<file path="src/rtl/bldc_pkg.sv">
`default_nettype none
// ============================================================================
//  Module      : bldc_pkg
//  Description : Shared encodings and the six-step commutation table for the
//                BLDC commutator and its dead-time legs.
//                Leg drive codes  : OFF / HIGH / LOW (2 bits)
//                Leg FSM states   : IDLE / HIGH / LOW / DEAD (2 bits)
//                Helper functions : hall_invalid(), comm_table()
//  Revision    : 1.0 - initial release
// ============================================================================
package bldc_pkg;

  // Requested drive for one half-bridge leg
  localparam logic [1:0] DRV_OFF  = 2'b00;
  localparam logic [1:0] DRV_HIGH = 2'b01;
  localparam logic [1:0] DRV_LOW  = 2'b10;

  // Dead-time leg FSM state encoding
  localparam logic [1:0] ST_IDLE = 2'b00;
  localparam logic [1:0] ST_HIGH = 2'b01;
  localparam logic [1:0] ST_LOW  = 2'b10;
  localparam logic [1:0] ST_DEAD = 2'b11;

  // Hall codes that can never occur with healthy sensors
  localparam logic [2:0] HALL_BAD_LO = 3'b000;
  localparam logic [2:0] HALL_BAD_HI = 3'b111;

  function automatic logic hall_invalid(input logic [2:0] hs);
    return (hs == HALL_BAD_LO) || (hs == HALL_BAD_HI);
  endfunction

  // Returns {drv_C, drv_B, drv_A}: DRV_HIGH marks the leg that carries PWM,
  // DRV_LOW the leg that is held low, DRV_OFF the floating leg.
  // dir=1 swaps the high/low roles of the same row.
  function automatic logic [5:0] comm_table(input logic [2:0] hs, input logic dir);
    logic [2:0] hi;
    logic [2:0] lo;
    logic [2:0] tmp;
    logic [5:0] res;
    hi = 3'b000;
    lo = 3'b000;
    case (hs)
      3'b101:  begin hi = 3'b001; lo = 3'b010; end
      3'b100:  begin hi = 3'b001; lo = 3'b100; end
      3'b110:  begin hi = 3'b010; lo = 3'b100; end
      3'b010:  begin hi = 3'b010; lo = 3'b001; end
      3'b011:  begin hi = 3'b100; lo = 3'b001; end
      3'b001:  begin hi = 3'b100; lo = 3'b010; end
      default: begin hi = 3'b000; lo = 3'b000; end
    endcase
    if (dir) begin
      tmp = hi;
      hi  = lo;
      lo  = tmp;
    end
    res = 6'b0;
    for (int i = 0; i < 3; i++) begin
      res[2*i +: 2] = hi[i] ? DRV_HIGH : (lo[i] ? DRV_LOW : DRV_OFF);
    end
    return res;
  endfunction

endpackage
`default_nettype wire

</file>
<file path="src/rtl/bldc_commutator_if.sv">
`default_nettype none
// ============================================================================
//  Module      : bldc_commutator_if
//  Description : Control/gate bundle of the BLDC commutator.
//                master : drives en, pwm_in, dir, phase_state; observes gates
//                slave  : the commutator itself
//  Revision    : 1.0 - initial release
// ============================================================================
interface bldc_commutator_if;
  logic       en;
  logic       pwm_in;
  logic       dir;
  logic [2:0] phase_state;
  logic [2:0] gate_h;
  logic [2:0] gate_l;
  logic       fault;
  logic       commutate;

  modport master (
    output en, pwm_in, dir, phase_state,
    input  gate_h, gate_l, fault, commutate
  );

  modport slave (
    input  en, pwm_in, dir, phase_state,
    output gate_h, gate_l, fault, commutate
  );
endinterface
`default_nettype wire

</file>
<file path="src/rtl/bldc_deadtime_leg.sv">
`default_nettype none
// ============================================================================
//  Module      : bldc_deadtime_leg
//  Description : One half-bridge leg with dead-time insertion.
//  Ports       : clk   - system clock
//                rst   - asynchronous active-low reset
//                drive - requested drive (DRV_OFF / DRV_HIGH / DRV_LOW)
//                gh/gl - registered high/low side gate
//  Revision    : 1.0 - initial release
// ============================================================================
module bldc_deadtime_leg
  import bldc_pkg::*;
#(
  parameter int DEAD_CYCLES = 50,
  parameter int CNT_W       = 8
) (
  input  logic       clk,
  input  logic       rst,
  input  logic [1:0] drive,
  output logic       gh,
  output logic       gl
);

  logic [1:0]       state_q, state_d;
  logic [CNT_W-1:0] cnt_q,   cnt_d;
  logic             gh_q,    gh_d;
  logic             gl_q,    gl_d;

  // State register
  always_ff @(posedge clk or negedge rst) begin
    if (!rst) begin
      state_q <= ST_IDLE;
      cnt_q   <= '0;
      gh_q    <= 1'b0;
      gl_q    <= 1'b0;
    end else begin
      state_q <= state_d;
      cnt_q   <= cnt_d;
      gh_q    <= gh_d;
      gl_q    <= gl_d;
    end
  end

  // Next state. Leaving HIGH/LOW always passes through DEAD; the request
  // present on the cycle the counter reaches 1 decides where DEAD exits to.
  always_comb begin
    state_d = state_q;
    cnt_d   = cnt_q;
    case (state_q)
      ST_IDLE: begin
        if (drive == DRV_HIGH)     state_d = ST_HIGH;
        else if (drive == DRV_LOW) state_d = ST_LOW;
      end
      ST_HIGH: begin
        if (drive != DRV_HIGH) begin
          state_d = ST_DEAD;
          cnt_d   = CNT_W'(DEAD_CYCLES);
        end
      end
      ST_LOW: begin
        if (drive != DRV_LOW) begin
          state_d = ST_DEAD;
          cnt_d   = CNT_W'(DEAD_CYCLES);
        end
      end
      ST_DEAD: begin
        cnt_d = cnt_q - CNT_W'(1);
        if (cnt_q == CNT_W'(1)) begin
          if (drive == DRV_HIGH)     state_d = ST_HIGH;
          else if (drive == DRV_LOW) state_d = ST_LOW;
          else                       state_d = ST_IDLE;
        end
      end
      default: begin
        state_d = ST_IDLE;
        cnt_d   = '0;
      end
    endcase
  end

  // Gates are decoded from the next state and registered, so they switch on
  // the same edge as the state without a decode glitch at the pins.
  always_comb begin
    gh_d = (state_d == ST_HIGH);
    gl_d = (state_d == ST_LOW);
  end

  assign gh = gh_q;
  assign gl = gl_q;

endmodule
`default_nettype wire

</file>
<file path="src/rtl/bldc_commutator.sv">
`default_nettype none
// ============================================================================
//  Module      : bldc_commutator
//  Description : Six-step commutation and gate-drive stage with per-leg
//                dead time.
//  Ports       : clk  - system clock
//                rst  - asynchronous active-low reset
//                bus  - slave side of bldc_commutator_if
//                       in : en, pwm_in, dir, phase_state[2:0]
//                       out: gate_h[2:0], gate_l[2:0] ({C,B,A}), fault,
//                            commutate
//  Revision    : 1.0 - initial release
// ============================================================================
module bldc_commutator
  import bldc_pkg::*;
#(
  parameter int DEAD_CYCLES = 50,
  parameter int CNT_W       = 8,
  parameter int SYNC_STAGES = 2
) (
  input  logic               clk,
  input  logic               rst,
  bldc_commutator_if.slave   bus
);

  logic [SYNC_STAGES-1:0][2:0] sync_q, sync_d;
  logic [2:0]                  prev_hs_q, prev_hs_d;
  logic                        fault_q, fault_d;
  logic                        commutate_q, commutate_d;

  logic [2:0]      hs;
  logic            hs_bad;
  logic            force_off;
  logic [5:0]      roles;
  logic [2:0][1:0] drive;
  logic [2:0]      gate_h;
  logic [2:0]      gate_l;

  always_ff @(posedge clk or negedge rst) begin
    if (!rst) begin
      sync_q      <= '0;
      prev_hs_q   <= 3'b000;
      fault_q     <= 1'b0;
      commutate_q <= 1'b0;
    end else begin
      sync_q      <= sync_d;
      prev_hs_q   <= prev_hs_d;
      fault_q     <= fault_d;
      commutate_q <= commutate_d;
    end
  end

  always_comb begin
    // Stage 0 captures the raw asynchronous hall bits
    sync_d    = {sync_q[SYNC_STAGES-2:0], bus.phase_state};
    hs        = sync_q[SYNC_STAGES-1];
    hs_bad    = hall_invalid(hs);
    roles     = comm_table(hs, bus.dir);
    force_off = !bus.en || fault_q || hs_bad;

    for (int i = 0; i < 3; i++) begin
      if (force_off)
        drive[i] = DRV_OFF;
      else if (roles[2*i +: 2] == DRV_HIGH)
        // PWM leg runs complementary: low side fills the PWM off-time
        drive[i] = bus.pwm_in ? DRV_HIGH : DRV_LOW;
      else
        drive[i] = roles[2*i +: 2];
    end

    // Sticky until the motor is disabled
    fault_d     = bus.en && (fault_q || hs_bad);
    commutate_d = bus.en && !hs_bad && !hall_invalid(prev_hs_q) && (hs != prev_hs_q);
    prev_hs_d   = hs;
  end

  for (genvar g = 0; g < 3; g++) begin : g_leg
    bldc_deadtime_leg #(
      .DEAD_CYCLES (DEAD_CYCLES),
      .CNT_W       (CNT_W)
    ) u_leg (
      .clk   (clk),
      .rst   (rst),
      .drive (drive[g]),
      .gh    (gate_h[g]),
      .gl    (gate_l[g])
    );
  end

  assign bus.gate_h    = gate_h;
  assign bus.gate_l    = gate_l;
  assign bus.fault     = fault_q;
  assign bus.commutate = commutate_q;

endmodule
`default_nettype wire

</file>
<file path="src/flat_wrapper.sv">
// flat-port wrapper written by rule: the top's interface ports become plain ports
module bldc_commutator_flat import bldc_pkg::*;
#(
  parameter int DEAD_CYCLES = 50,
  parameter int CNT_W       = 8,
  parameter int SYNC_STAGES = 2
)
  (clk, rst, bus_en, bus_pwm_in, bus_dir, bus_phase_state, bus_gate_h, bus_gate_l, bus_fault, bus_commutate);
  bldc_commutator_if bus_i ();
  input  logic clk;
  input  logic rst;
  input wire logic [$bits(bus_i.en)-1:0] bus_en;
  input wire logic [$bits(bus_i.pwm_in)-1:0] bus_pwm_in;
  input wire logic [$bits(bus_i.dir)-1:0] bus_dir;
  input wire logic [$bits(bus_i.phase_state)-1:0] bus_phase_state;
  output wire logic [$bits(bus_i.gate_h)-1:0] bus_gate_h;
  output wire logic [$bits(bus_i.gate_l)-1:0] bus_gate_l;
  output wire logic [$bits(bus_i.fault)-1:0] bus_fault;
  output wire logic [$bits(bus_i.commutate)-1:0] bus_commutate;
  assign bus_i.en = bus_en;
  assign bus_i.pwm_in = bus_pwm_in;
  assign bus_i.dir = bus_dir;
  assign bus_i.phase_state = bus_phase_state;
  assign bus_gate_h = bus_i.gate_h;
  assign bus_gate_l = bus_i.gate_l;
  assign bus_fault = bus_i.fault;
  assign bus_commutate = bus_i.commutate;
  bldc_commutator #(.DEAD_CYCLES(DEAD_CYCLES), .CNT_W(CNT_W), .SYNC_STAGES(SYNC_STAGES)) u_core (.clk(clk), .rst(rst), .bus(bus_i));
endmodule
</file>
<file path="config.mk">
export PLATFORM = sky130hd
export DESIGN_NAME = bldc_commutator_flat
export DESIGN_NICKNAME = d
export VERILOG_FILES = /design/src/rtl/bldc_pkg.sv /design/src/rtl/bldc_commutator_if.sv /design/src/rtl/bldc_deadtime_leg.sv /design/src/rtl/bldc_commutator.sv /design/src/flat_wrapper.sv
export SDC_FILE = /design/constraint.sdc
export NUM_CORES = 1
export LEC_CHECK = 0
export BUFFER_PORTS_ARGS = -buffer_cell sky130_fd_sc_hd__buf_2
export CORE_ASPECT_RATIO = 0.8
export CORE_UTILIZATION = 42
export DETAILED_ROUTE_END_ITERATION = 12
export SYNTH_ARGS = -nofsm -noshare
export SYNTH_HDL_FRONTEND = slang
export SYNTH_SLANG_ARGS = --single-unit
</file>
<file path="constraint.sdc">
create_clock -name clk -period 2.6 [get_ports clk]
set_clock_uncertainty 0.1 [all_clocks]
set_input_delay 0 -clock clk [delete_from_list [all_inputs] [get_ports clk]]
set_output_delay 0 -clock clk [all_outputs]
set_load 0.02 [all_outputs]
</file>
==> impl.org, run 1 <==
** Clock network
- Clock latency of the later-clocked register in the worst-skew pair :: 300 ps
- The H-tree was split into 2 levels.
- Counting every sink on the clock net gives 47.
- In this run the deepest clock path goes through 2 buffers.
- Buffers inserted during clock tree synthesis total 5.
- After clock tree synthesis, the clock-pin slew on the worst setup and hold paths is ~90 ps.
- TritonCTS built the clock tree.
- Clock tree root buffer cell :: clkbuf_8

** Floorplanning
- After floorplanning, the core was divided into 25 placement rows.
- The initial utilization of the core area, before any placement, comes to 43.5%.
- Die area :: 6440 µm²
- From left edge to right edge, the die measures 89.5 µm.
- The die is between 70 and 80 µm tall.
- The core region is 5910 µm².
- Boundary pin count :: 16

** Timing
- Headroom to the max-slew limit came out at 30.3%.
- The max-slew violation count is 0.
- The smallest clock period supported by the final layout is computed as 2150 ps.
- Upper clock frequency limit :: 466 MHz
- Setup violations remaining at the end of the flow were counted as 0.
- Count of final hold-check violations :: 0
- Across all setup checks in the final design, the least slack found is 455 ps.
- RSZ-0062 raised after global routing :: no
- Of the available clock period, the critical path in the final layout requires 82.5%.
- Worst slew pin tran :: 1050 ps
- Adding up every negative setup slack in the final design gives 0 ps.
- Minimum hold slack :: 45.0 ps

** GRT
- Antenna violations before repair :: 0
- The via count of the first global-routing pass was 1707.
- The first global-routing pass estimated 8.20 mm of wire.
- Overall Global Routing Usage :: 16.4%
- Entering global routing, the biggest net connects 48 pins.
- Total congestion overflow after global routing :: 0

** Synth
- Sorting the synthesized cells by how often they occur yields dfrtp_1 (47), nor2_1 (26), a21oi_1 (17).
- Post-Syn Area per Cell :: 9.89 µm²
- Synth Warn # :: 0
- Net count after synthesis :: 274
- Synth top area share :: 45.7%
- In the synthesized netlist, the number of instances is 260.
- Register area share after synthesis :: 45.7%
- The biggest area contributor in the post-synthesis netlist is dfrtp_1.
- Yosys mapped a number of flops with a built-in enable equal to 0.
- Primary flip-flop cell chosen by synthesis mapping :: dfrtp_1
- Proportion of register bits with asynchronous set or reset after synthesis :: 100%
- Top-count cell post-synth :: dfrtp_1
- By area the synthesized netlist is led by dfrtp_1 (46%), nor2_1 (3.8%), a21oi_1 (3.3%).
- The netlist uses 56 different library cells.
- Synthesis-stage register bit count :: 47
- Post-synthesis instance area :: 2570 µm²

** Drt
- The detail route stage leaves a number of antenna-violating nets equal to 0.
- Using the TritonRoute via totals, the vias-per-cell ratio works out to 5.29.
- DRC viols :: 0
- The pre-antenna-repair detailed-routing pass consisted of 4 iterations.
- Count of vias placed by the detailed router :: 1862
- Summed over all layers, the routed wires come to between 4 and 5 mm.
- After the first detailed-routing iteration, the DRC count stood at 67.
- Routed WL per cell :: 13.4 µm

** Setup path
- The largest individual stage delay along the critical path comes from the cell dfrtp_1.
- For the worst setup path, the data required time is between 2000 and 3000 ps.
- STA classifies the critical path startpoint as a flop.
- Crit end category :: flop
- The critical path contains buffers and inverters numbering 0 combined.
- Data arrives at the worst endpoint at between 2000 and 2500 ps.
- Among cell families on the critical path, the largest total delay comes from compound AO/OA/AOI/OAI gates.
- Crit path largest cell delay :: 690 ps
- Critical-path cell list :: or3b_1 -> a211oi_4 -> o22ai_2 -> o211a_1
- Largest fanout of any net on the critical path :: 18
- Crit path kind :: reg -> reg

** Final layout
- Number of nets in the finished design :: about 280
- Counting the fill cells in the layout gives roughly 540.
- Total area of sequential cells :: 1180 µm²
- Cells with a size suffix above 1 make up 12.5% of the layout.
- From synthesis to final layout, the design area changed by 9.68%.
- The multi-input combinational cells in the finished layout cover a total of 1240 µm².
- Inserted Diodes :: 0

** Pwr
- VDD sags by at most about 0.00026 V.
- Leakage component of the power :: approximately 0.0012 µW
- For this design the ratio of total power to cell area is 886 nW/µm².

** Placement
- Worst Setup Slack post-DPL :: 471 ps
- The HPWL after detailed placement is approximately 3.3 mm.
- Final GP Congestion :: 0.750
- PortBufs :: 15

** Worst hold path
- Worst hold path class :: in -> reg

** Run
- Max-cap violations in this run came to 0.

** Run status
- The flow ran to the end, and the final reports show no timing, DRC or antenna violations.
==> layer usage <==
metal / GRT usage (%) / wire length, µm / vias to the layer above / part of all wire, %
li1: - / - / 965 / -
met1: 26.4 / 2680 / 864 / 57
met2: 21.7 / 1780 / 29 / 38
met3: 3.87 / 209 / 4 / 4.4
met4: 4.23 / 36 / 0 / 0.76
met5: 0 / 0 / - / 0
==> metrics by stage <==
step | utilization [%] | power [µW] | instance area, µm² | cells
after global routing | 47.7 | 2710 | 2820 | 352
after floorplan | - | 1710 | 2570 | 260
after CTS | 47.7 | 2520 | 2820 | 352
after global placement | 44.6 | 1850 | 2640 | 339
after detailed placement | 44.6 | 1880 | 2640 | 339
final | 47.7 | 2500 | 2820 | 352
==> registers in the layout, indices dropped and copies added (netlist names) <==
name and cells:
u_core.g_leg.u_leg.state_q 6, u_core.sync_d 3, u_core.g_leg.u_leg.cnt_q 24, u_core.g_leg.u_leg.gl 3
u_core.bus.commutate 1, u_core.bus.fault 1, u_core.g_leg.u_leg.gh 3, u_core.prev_hs_q 3
u_core.hs 3
==> kinds of logic (layout without fill, tap and decap cells) <==
group / Yosys count / count (layout) / synth area share, %
AO/OA/AOI/OAI: 73 / 73 / 21.7
XOR/XNOR: 8 / 8 / 2.73
adder cells (fa/ha/maj): 6 / 6 / 2.92
buffers and inverters: 29 / 40 / 6.03
flip-flops: 47 / 47 / 45.7
multiplexers: 4 / 4 / 2.04
AND/OR/NAND/NOR: 93 / 93 / 18.9
==> report_power, final <==
group / switching (µW) / total (µW) / internal (µW)
registers: 251 / 1180 / 930
logic: 349 / 687 / 338
clock network: 248 / 632 / 384
total: 848 / 2500 / 1650
==> cell usage in the layout (no fill, tap or decap), types with 2 or more instances in the layout <==
master,synthesis,final
nor3_1,11,11
xor2_1,2,2
nor2_1,26,26
o22a_1,2,2
or3b_1,2,2
a211oi_1,2,2
bufinv_16,0,2
clkbuf_8,0,5
nand3_1,5,5
ha_1,6,6
nand2_1,15,15
o22ai_1,2,2
nor4_1,6,6
a21boi_0,2,2
o21bai_1,2,2
and2_1,2,2
a211o_1,2,2
mux2i_1,3,3
o21a_1,4,4
a31oi_1,11,11
dlygate4sd3_1,0,5
buf_2,1,15
inv_1,12,12
a2111o_1,2,2
o21ai_0,5,5
a2bb2oi_1,5,5
a21oi_1,17,17
xnor2_1,6,6
nand3b_1,5,5
nand4_1,4,4
a211oi_2,2,2
nand2b_1,6,6
dfrtp_1,47,47
a22o_1,2,2
a31oi_2,2,2
and3_1,4,4
==> what timing repair did <==
item                      CTS  global route
hold endpoints to repair   52             0
buffers inserted            0             0
resized for setup           0             0
hold buffers                5             0
==> worst paths after layout <==
check / slack [ps] / startpoint / end / depth (start not counted)
worst min register to register: 260 / u_core.sync_d[3] / u_core.hs[0] / 0
max in group asynchronous: 1430 / rst / u_core.prev_hs_q[0] / 2
worst max register to register: 450 / u_core.hs[0] / u_core.g_leg[2].u_leg.cnt_q[5] / 4
worst max-delay path: 450 / u_core.hs[0] / u_core.g_leg[2].u_leg.cnt_q[5] / 4
worst min-delay path: 50 / bus_pwm_in / u_core.g_leg[0].u_leg.gl / 3
min in group asynchronous: 320 / rst / u_core.g_leg[1].u_leg.cnt_q[6] / 2
==> worst register-to-register path, delay by kind of cell, from the launching register on <==
family / cells / cell delay [ps]
compound gates: 3 / 800
simple gates: 1 / 470
flops: 1 / 690
==> cell type report <==
class,count,area share (%)
Tap cell,81,3.59
Multi-Input combinational cell,184,44.0
Clock inverter,2,2.13
Timing Repair Buffer,20,4.44
Inverter,12,1.60
Sequential cell,47,41.7
Clock buffer,6,2.57
(Power assumes the default switching activity.)
==> run 2: changes to the inputs <==
==> constraint.sdc (replaced) <==
create_clock -name clk -period 1.8 [get_ports clk]
set_clock_uncertainty 0.1 [all_clocks]
set_input_delay 0 -clock clk [delete_from_list [all_inputs] [get_ports clk]]
set_output_delay 0 -clock clk [all_outputs]
set_load 0.02 [all_outputs]
==> run 2 against run 1 <==
Effect of this change:
- cell count rose by 6.8%
- core utilization grew 3.4 points
- sequential share of layout area is 2.8 points lower
- sequential power up 43%
- clock power increased by 5.2%
- largest cell class unchanged
- largest power group unchanged
- highest routed layer unchanged
==> impl.org, run 2 (same netlist as run 1, synthesis figures left out) <==
** Run status
- The flow ran to the end, and the final reports show no timing, DRC or antenna violations.

** Placement
- Final GP Congestion :: 0.768 (+2.4%)
- The count of input and output buffers came to 15 (unchanged).
- The area of placed instances came to 2800 µm² (+6.0%).
- Half-perimeter wire length after detailed placement :: 3.42 mm (+4.7%)
- Total placed cells including tap cells :: 359 (+5.9%)

** Setup path
- The data arrival time of the critical path is 1880 ps (-360 ps).
- Largest fanout of any net on the critical path :: 8 (-10)
- Crit path kind :: reg -> reg
- Kind of launch point of the worst setup path :: flop
- The data required time at the worst endpoint was 1890 ps (-800 ps).
- STA classifies the critical path endpoint as a flop.

** Final layout
- Area of combinational cells with multiple inputs :: 1290 µm² (+4.3%)
- Number of flip-flops under the largest register name :: 24 (unchanged)
- Leading cell types in the layout, fill and taps excluded :: dfrtp_1 (47), nor2_1 (25), buf_4 (23)
- Top register by number of flip-flops :: u_core.g_leg.u_leg.cnt_q
- The final cell area excluding filler cells was 3020 µm² (+7.1%).
- The area growth from synthesis to layout is 17.5%.
- Total area of sequential cells :: 1180 µm² (unchanged)
- The number of fill cells in the layout is 532 (-0.93%).
- The antenna diode instance count came to 0 (unchanged).
- Biggest registers after layout :: u_core.g_leg.u_leg.cnt_q x24, u_core.g_leg.u_leg.state_q x6
- Count of non-filler cells in the finished layout :: 376 (+6.8%)
- Fraction of layout instances using a drive strength above 1 :: 22.0% (+9.5 points)
- Commonest non-fill, non-tap cell in the layout :: dfrtp_1
- The number of nets in the layout came to 308 (+8.5%).

** Floorplanning
- Height of the chip :: 72.0 µm (unchanged)
- The overall die area came to 6440 µm² (unchanged).
- The initial standard-cell utilization of the core is 43.5% (unchanged).
- Std-Cell Rows :: 25 (unchanged)
- The x dimension of the die was 89.5 µm (unchanged).
- Boundary pin count :: 16 (unchanged)
- Core Area :: 5910 µm² (unchanged)

** Timing
- RSZ-0062 raised after global routing :: yes
- Max Transition Viols Final :: 0 (unchanged)
- Final cycle utilization of the critical path :: 99.3% (+17 points)
- Count of final hold-check violations :: 0 (unchanged)
- The worst hold slack was 53.6 ps (+8.63 ps).
- The relative slew slack is 76.1% (+46 points).
- Upper clock frequency limit :: 559 MHz (+20%)
- The setup-violating endpoint count in the final report is 0 (unchanged).
- Time the final worst path needs with I/O delays and setup :: 1790 ps (-358 ps)
- The final-layout setup total negative slack was 0 ps (unchanged).
- Worst slew pin tran :: 356 ps (-690 ps)

** Drt
- The DRC violation total after the first TritonRoute iteration was 111 (+66%).
- DRC viols :: 0 (unchanged)
- The first-pass iteration count of the detailed router is 4 (unchanged).
- The total number of vias came to 1985 (+6.6%).
- The remaining antenna violation count after routing was 0 (unchanged).
- The wire length per cell after detailed routing is 12.9 µm (-4.0%).
- Vias per std cell :: 5.28 (-0.20%)
- The detailed-route wire length was 4.83 mm (+2.5%).

** Pwr
- The power per cell area is 1170 nW/µm² (+32%).
- The switching part of the total power is 36.2% (+2.3 points).
- The peak supply drop was 0.000694 V (+170%).
- Psw :: 1280 µW (+50%)
- The fraction of power consumed by sequential logic is 47.9% (+0.7 points).
- The cell-internal power was 2250 µW (+36%).
- The clock network fraction of total power came to 18.9% (-6.4 points).
- Power consumption :: 3520 µW (+41%)
- The portion of total power attributed to combinational logic came to 33.2% (+5.7 points).
- The leakage dissipation came to 0.00131 µW (+7.4%).

** GRT
- The overflow left after global routing was 0 (unchanged).
- First-pass GRT wire length :: 8.33 mm (+1.6%)
- Pin count of the biggest net entering global routing :: 26 (-46%)
- The via count of the first global-routing pass came to 1829 (+7.1%).
- Overall Global Routing Usage :: 16.7% (+0.33 points)
- Antenna violations before repair :: 0 (unchanged)

** Clock network
- Clk sink count :: 47 (unchanged)
- The maximum count of clock buffers along a single path is 2 (unchanged).
- The tree is rooted in a clkbuf_8.
- Num CTS Buffers :: 5 (unchanged)
- The latest clock arrival within the worst-skew pair is 300 ps (about the same).
- The H-tree depth is 2 (unchanged).
- TritonCTS built the clock tree.
- Clock-pin slew on the worst setup and hold paths :: 80 ps (about the same)

** Worst hold path
- The path class of the tightest hold or removal check is in -> reg.

** Run
- Count of maximum capacitance violations :: 0 (unchanged)
[run 2: cell types whose count changed in the layout (fill, tap and decap cells not counted), moves of 2 or more]
cell       previous run  this run
buf_4                 0        23
bufinv_16             2         0
or3b_1                2         0
or3b_4                1         3
[run 2: area by class of cell]
cell class	count	area share [%]
Sequential cell	47	38.9
Clock inverter	1	0.290
Tap cell	81	3.36
Multi-Input combinational cell	184	42.8
Inverter	12	1.49
Timing Repair Buffer	44	10.2
Clock buffer	7	2.86
[run 2: layer usage]
metal	routed length, µm	vias to the layer above	global-route usage [%]
met3	141	6	4.21
met5	0	-	0
met4	43	0	5.29
met2	2090	24	24.3
met1	2560	941	24.5
li1	-	1014	-
[run 2: path summary, 6_finish.rpt]
check / start / endpoint / slack (ps) / depth (start not counted)
worst min register to register: u_core.sync_d[5] / u_core.hs[2] / 260 / 0
worst min-delay path: bus_pwm_in / u_core.g_leg[0].u_leg.state_q[1] / 50 / 4
min in group asynchronous: rst / u_core.g_leg[0].u_leg.gl / 110 / 3
worst max-delay path: u_core.hs[0] / u_core.g_leg[1].u_leg.cnt_q[5] / 10 / 5
worst max register to register: u_core.hs[0] / u_core.g_leg[1].u_leg.cnt_q[5] / 10 / 5
max in group asynchronous: rst / u_core.sync_d[4] / 1240 / 3
[run 2: what timing repair did]
action	CTS	global route
setup endpoints to repair	4	21
pin swaps	5	10
buffers inserted	0	4
resized for setup	2	9
hold endpoints to repair	52	0
hold buffers	5	0
cloned	0	0
[run 2: worst max-delay path: stages (launching register included)]
cell and delay, ps:
dfrtp_1 420, buf_4 160, xnor2_1 150, a2111o_1 400
a22o_4 280, o21a_1 180
[run 2: stage by stage]
| step | setup WS (ps) | util [%] |
|---|---|---|
| floorplan | -18.3 | - |
| global placement | 48.6 | 47.3 |
| detailed placement | -4.78 | 47.3 |
| CTS | 1.92 | 49.8 |
| global route | -59.7 | 51.1 |
| finish | 12.4 | 51.1 |
[run 2: power by group through the flow]
| stage | Combinational (µW) | Sequential [µW] | Clock, µW |
|---|---|---|---|
| finish | 1170 | 1690 | 665 |
| CTS | 1150 | 1670 | 695 |
| global placement | 1120 | 1680 | 0 |
| floorplan | 852 | 1620 | 0 |
| detailed placement | 1140 | 1690 | 0 |
| global route | 1330 | 1740 | 741 |
==> run 3: changes to the inputs <==
--- a/config.mk
+++ b/config.mk
@@ -11,4 +11,5 @@
 export DETAILED_ROUTE_END_ITERATION = 12
 export SYNTH_ARGS = -nofsm -noshare
 export SYNTH_HDL_FRONTEND = slang
+export SYNTH_HIERARCHICAL = 1
 export SYNTH_SLANG_ARGS = --single-unit
==> run 3 against run 2 <==
Effect of this change:
- the flow now finishes with violations (negative setup slack)
- count of clock-buffer cells in the layout decreased by 1
- total power is 18% higher
- synthesized area shrank 2.6%
- combinational power grew 56%
- cell count is 0.53% lower
==> impl.org, run 3 <==
** Synth
- Post-synthesis instance area :: 2500 µm² (-2.6%)
- The count of synthesis-stage warnings from yosys came to 6 (+6).
- The sequential fraction of the synthesis area is 47.0% (+1.2 points).
- Yosys instantiated no cell more often than dfrtp_1.
- The net count of the mapped netlist is 258 (-5.8%).
- The post-synthesis average cell area is 10.3 µm² (+3.8%).
- Mux contribution to synthesized area :: 1.20% (-0.84 points)
- Of all cell types, the one taking the most synthesized area is dfrtp_1.
- Fraction of the mapped netlist area in compound gates :: 16.8% (-4.9 points)
- The area share of the largest cell type after synthesis came to 47.0% (+1.2 points).
- The synthesized netlist cell count was 244 (-6.2%).
- Post-synth EDFFs :: 0 (unchanged)
- Sorting the synthesized cells by area gives the leading types as dfrtp_1 (47%), nand2_1 (3.7%), a21oi_1 (3.0%).
- Post-Synth Adder-Cell Area :: 3.00% (+0.077 points)
- The area share of and/or/nand/nor cells after synthesis is 28.6% (+9.7 points).
- Main combinational cell family by area after synthesis :: simple AND/OR/NAND/NOR gates
- By count the netlist is led by dfrtp_1 (47), nand2_1 (25), nor2_1 (19).
- Primary flip-flop cell chosen by synthesis mapping :: dfrtp_1
- Number of distinct standard cells referenced by the synthesized netlist :: 42 (-25%)
- The xor-xnor portion of the synthesized cell area was 0% (-2.7 points).
- The async set-reset flop share out of synthesis came to 100% (unchanged).
- Synthesis-stage register bit count :: 47 (unchanged)

** Pwr
- The power per cell area came to 1290 nW/µm² (+11%).
- The leakage dissipation is 0.00142 µW (+8.9%).
- The peak supply drop is 0.000647 V (-6.9%).
- The portion of total power attributed to combinational logic was 43.6% (+10 points).
- Power Internal :: 2550 µW (+13%)
- Net switching fraction of the power :: 38.9% (+2.7 points)
- Clock group share of total power :: 15.0% (-3.9 points)
- Psw :: 1620 µW (+27%)
- Sequential power share :: 41.4% (-6.5 points)

** Setup path
- Arrival time of the worst setup path :: 2210 ps (+330 ps)
- The worst setup path is launched from a flop.
- Crit end category :: flop
- Largest fanout of any net on the critical path :: 4 (-4)
- Flop2flop setup slack :: -310 ps (-320 ps)
- Required time of the critical path :: 1890 ps (about the same)
- The critical path is of the reg -> reg type.

** GRT
- Overall Global Routing Usage :: 17.8% (+1.0 points)
- The maximum number of pins on one net before global-route repair is 27 (+3.8%).
- The first-pass GRT wire length was 8.62 mm (+3.5%).
- The overflow left after global routing was 0 (unchanged).
- The via count of the first global-routing pass was 1832 (+0.16%).
- Antenna violations before repair :: 0 (unchanged)

** Final layout
- Biggest registers after layout :: u_core/g_leg.u_leg/cnt_q x24, u_core/g_leg.u_leg/state_q x6
- Inserted Diodes :: 0 (unchanged)
- Relative to the synthesized area, the layout overhead comes to 29.2%.
- The register with the most flip-flops in the final layout is u_core/g_leg.u_leg/cnt_q.
- Leaving out fill and tap cells, the most frequent cells in the layout are dfrtp_1 (47), buf_4 (25), nand2_1 (23).
- Commonest non-fill, non-tap cell in the layout :: dfrtp_1
- Fraction of layout instances using a drive strength above 1 :: 34.1% (+12 points)
- The number of fill cells in the layout came to 481 (-9.6%).
- The number of nets in the layout came to 309 (+0.32%).
- The final design utilization was 57.9% (+6.8 points).
- Number of flip-flops under the largest register name :: 24 (unchanged)

** Run status
- Result of the run :: finished, violations left
- The checks that failed: negative setup slack.

** Timing
- Count of final hold-check violations :: 0 (unchanged)
- The max-slew violation count was 0 (unchanged).
- The setup-violating endpoint count in the final report was 31 (+31).
- Final cycle utilization of the critical path :: 117% (+18 points)
- Final WS setup :: -313 ps (-325 ps)
- The slew at the pin closest to its max-slew limit came to 589 ps (+233 ps).
- Max-slew headroom at the worst pin :: 60.8% (-15 points)
- The shortest period the worst path allows is 2110 ps (+325 ps).
- The highest clock frequency the design can meet came to 473 MHz (-15%).
- RSZ-0062 raised after global routing :: yes

** Floorplanning
- The x dimension of the die is 88.3 µm (-1.3%).
- Boundary pin count :: 16 (unchanged)
- The number of cell rows was 24 (-4.0%).
- Core Area :: 5590 µm² (-5.5%)
- Die area :: 6280 µm² (-2.5%)
- The initial standard-cell utilization of the core is 44.8% (+1.4 points).
- Height of the chip :: 71.1 µm (-1.3%)

** Drt
- Post-route antenna net violation count :: 0 (unchanged)
- Total wire length after detailed routing :: 5.13 mm (+6.2%)
- The first-pass iteration count of the detailed router was 4 (unchanged).
- The remaining design rule violation count came to 0 (unchanged).
- Starting DRT DRC Count :: 66 (-41%)
- Routed WL per cell :: 13.7 µm (+6.8%)
- Vias per std cell :: 5.41 (+2.6%)
- The total number of vias was 2025 (+2.0%).

** Run
- The max capacitance violation total is 0 (unchanged).

** Clock network
- Level count of the clock H-tree :: 2 (unchanged)
- The maximum count of clock buffers along a single path came to 2 (unchanged).
- The tree is rooted in a clkbuf_8.
- Num CTS Buffers :: 5 (unchanged)
- TritonCTS built the clock tree.
- Clk sink count :: 47 (unchanged)
- The clock transition at the registers of the reported paths was 90 ps (about the same).
- Clock latency of the later-clocked register in the worst-skew pair :: 300 ps (about the same)

** Placement
- The count of input and output buffers is 15 (unchanged).
- Half-perimeter wire length after detailed placement :: 3.53 mm (+3.3%)
- The global placement routability congestion was 0.807 (+5.0%).
- Worst Setup Slack post-DPL :: -322 ps (-318 ps)

** Worst hold path
- The worst hold path belongs to the class in -> async.
## run 3: cell types whose count changed in the layout (fill, tap and decap cells not counted), sizes merged, moves of 4 or more
cell,change
nand3b,+5
a211oi,-4
buf,+9
or3,+7
nand2,+10
inv,-6
nor2,-7
a31oi,-10
nor4b,+5
xnor2,-6
or4,+4
a2bb2oi,-5
o211a,+5
nor3,-9
## run 3: kinds of logic after synthesis
group / after synthesis
simple gates: 114
fa+ha+maj: 6
compound gates: 59
flops: 47
buf+inv: 15
mux: 3
## run 3: metrics by stage
stage	hold WS (ps)	power [µW]	TNS [ps]	std cells	cell area (µm²)
CTS	122	4100	-5420	373	3110
global route	151	4500	-8160	374	3240
global placement	-57.9	3340	-5430	357	2900
finish	135	4170	-5810	374	3240
floorplan	-396	2880	-3830	244	2580
detailed placement	-56.6	3380	-6010	357	2900
## run 3: repair_timing
action                     in CTS  in global routing
pin swaps                      19                 16
gates resized for setup        13                 26
setup endpoints to repair      31                 34
gates cloned                    0                  0
hold endpoints to repair       29                  0
hold buffers                    5                  0
buffers inserted                3                  3
## run 3: final timing paths
check | start | endpoint | cells past startpoint
max | u_core/hs[2] | u_core/g_leg[2].u_leg/cnt_q[5] | 6
min | rst | u_core/bus.commutate | 2
max reg2reg | u_core/hs[2] | u_core/g_leg[2].u_leg/cnt_q[5] | 6
min reg2reg | u_core/sync_d[4] | u_core/hs[1] | 0
max in group asynchronous | rst | u_core/g_leg[2].u_leg/cnt_q[1] | 3
min in group clk | bus_pwm_in | u_core/g_leg[1].u_leg/gh | 5
## run 3: layout make-up
class,count,area [µm²],share of cell area [%]
Sequential cell,47,1180,36.3
Clock inverter,2,12.5,0.387
Multi-Input combinational cell,182,1450,44.9
Timing Repair Buffer,53,403,12.5
Tap cell,78,97.6,3.02
Inverter,6,22.5,0.696
Clock buffer,6,72.6,2.24
## run 3: worst max-delay path, cell delays in order, from the launching register on
cell and delay (ps):
dfrtp_1 410, or3_4 380, and4b_1 210, and3_4 160, or2b_4 260, o22a_2 270
o211a_1 200
## run 3: layer usage
metal	vias to the layer above	GRT usage (%)	part of all wire [%]	wire, µm
met5	-	0	0	0
met4	0	4.30	0.76	39
met3	5	3.85	3.8	193
met2	31	26.5	46	2370
met1	986	26.3	49	2530
li1	1003	-	-	-
## run 3: power by group through the flow
stage	logic (µW)	registers [µW]	clock network (µW)
after floorplan	1160	1720	0
after global placement	1620	1720	0
after detailed placement	1650	1730	0
after global routing	2020	1790	692
final	1820	1730	624
after CTS	1730	1720	653
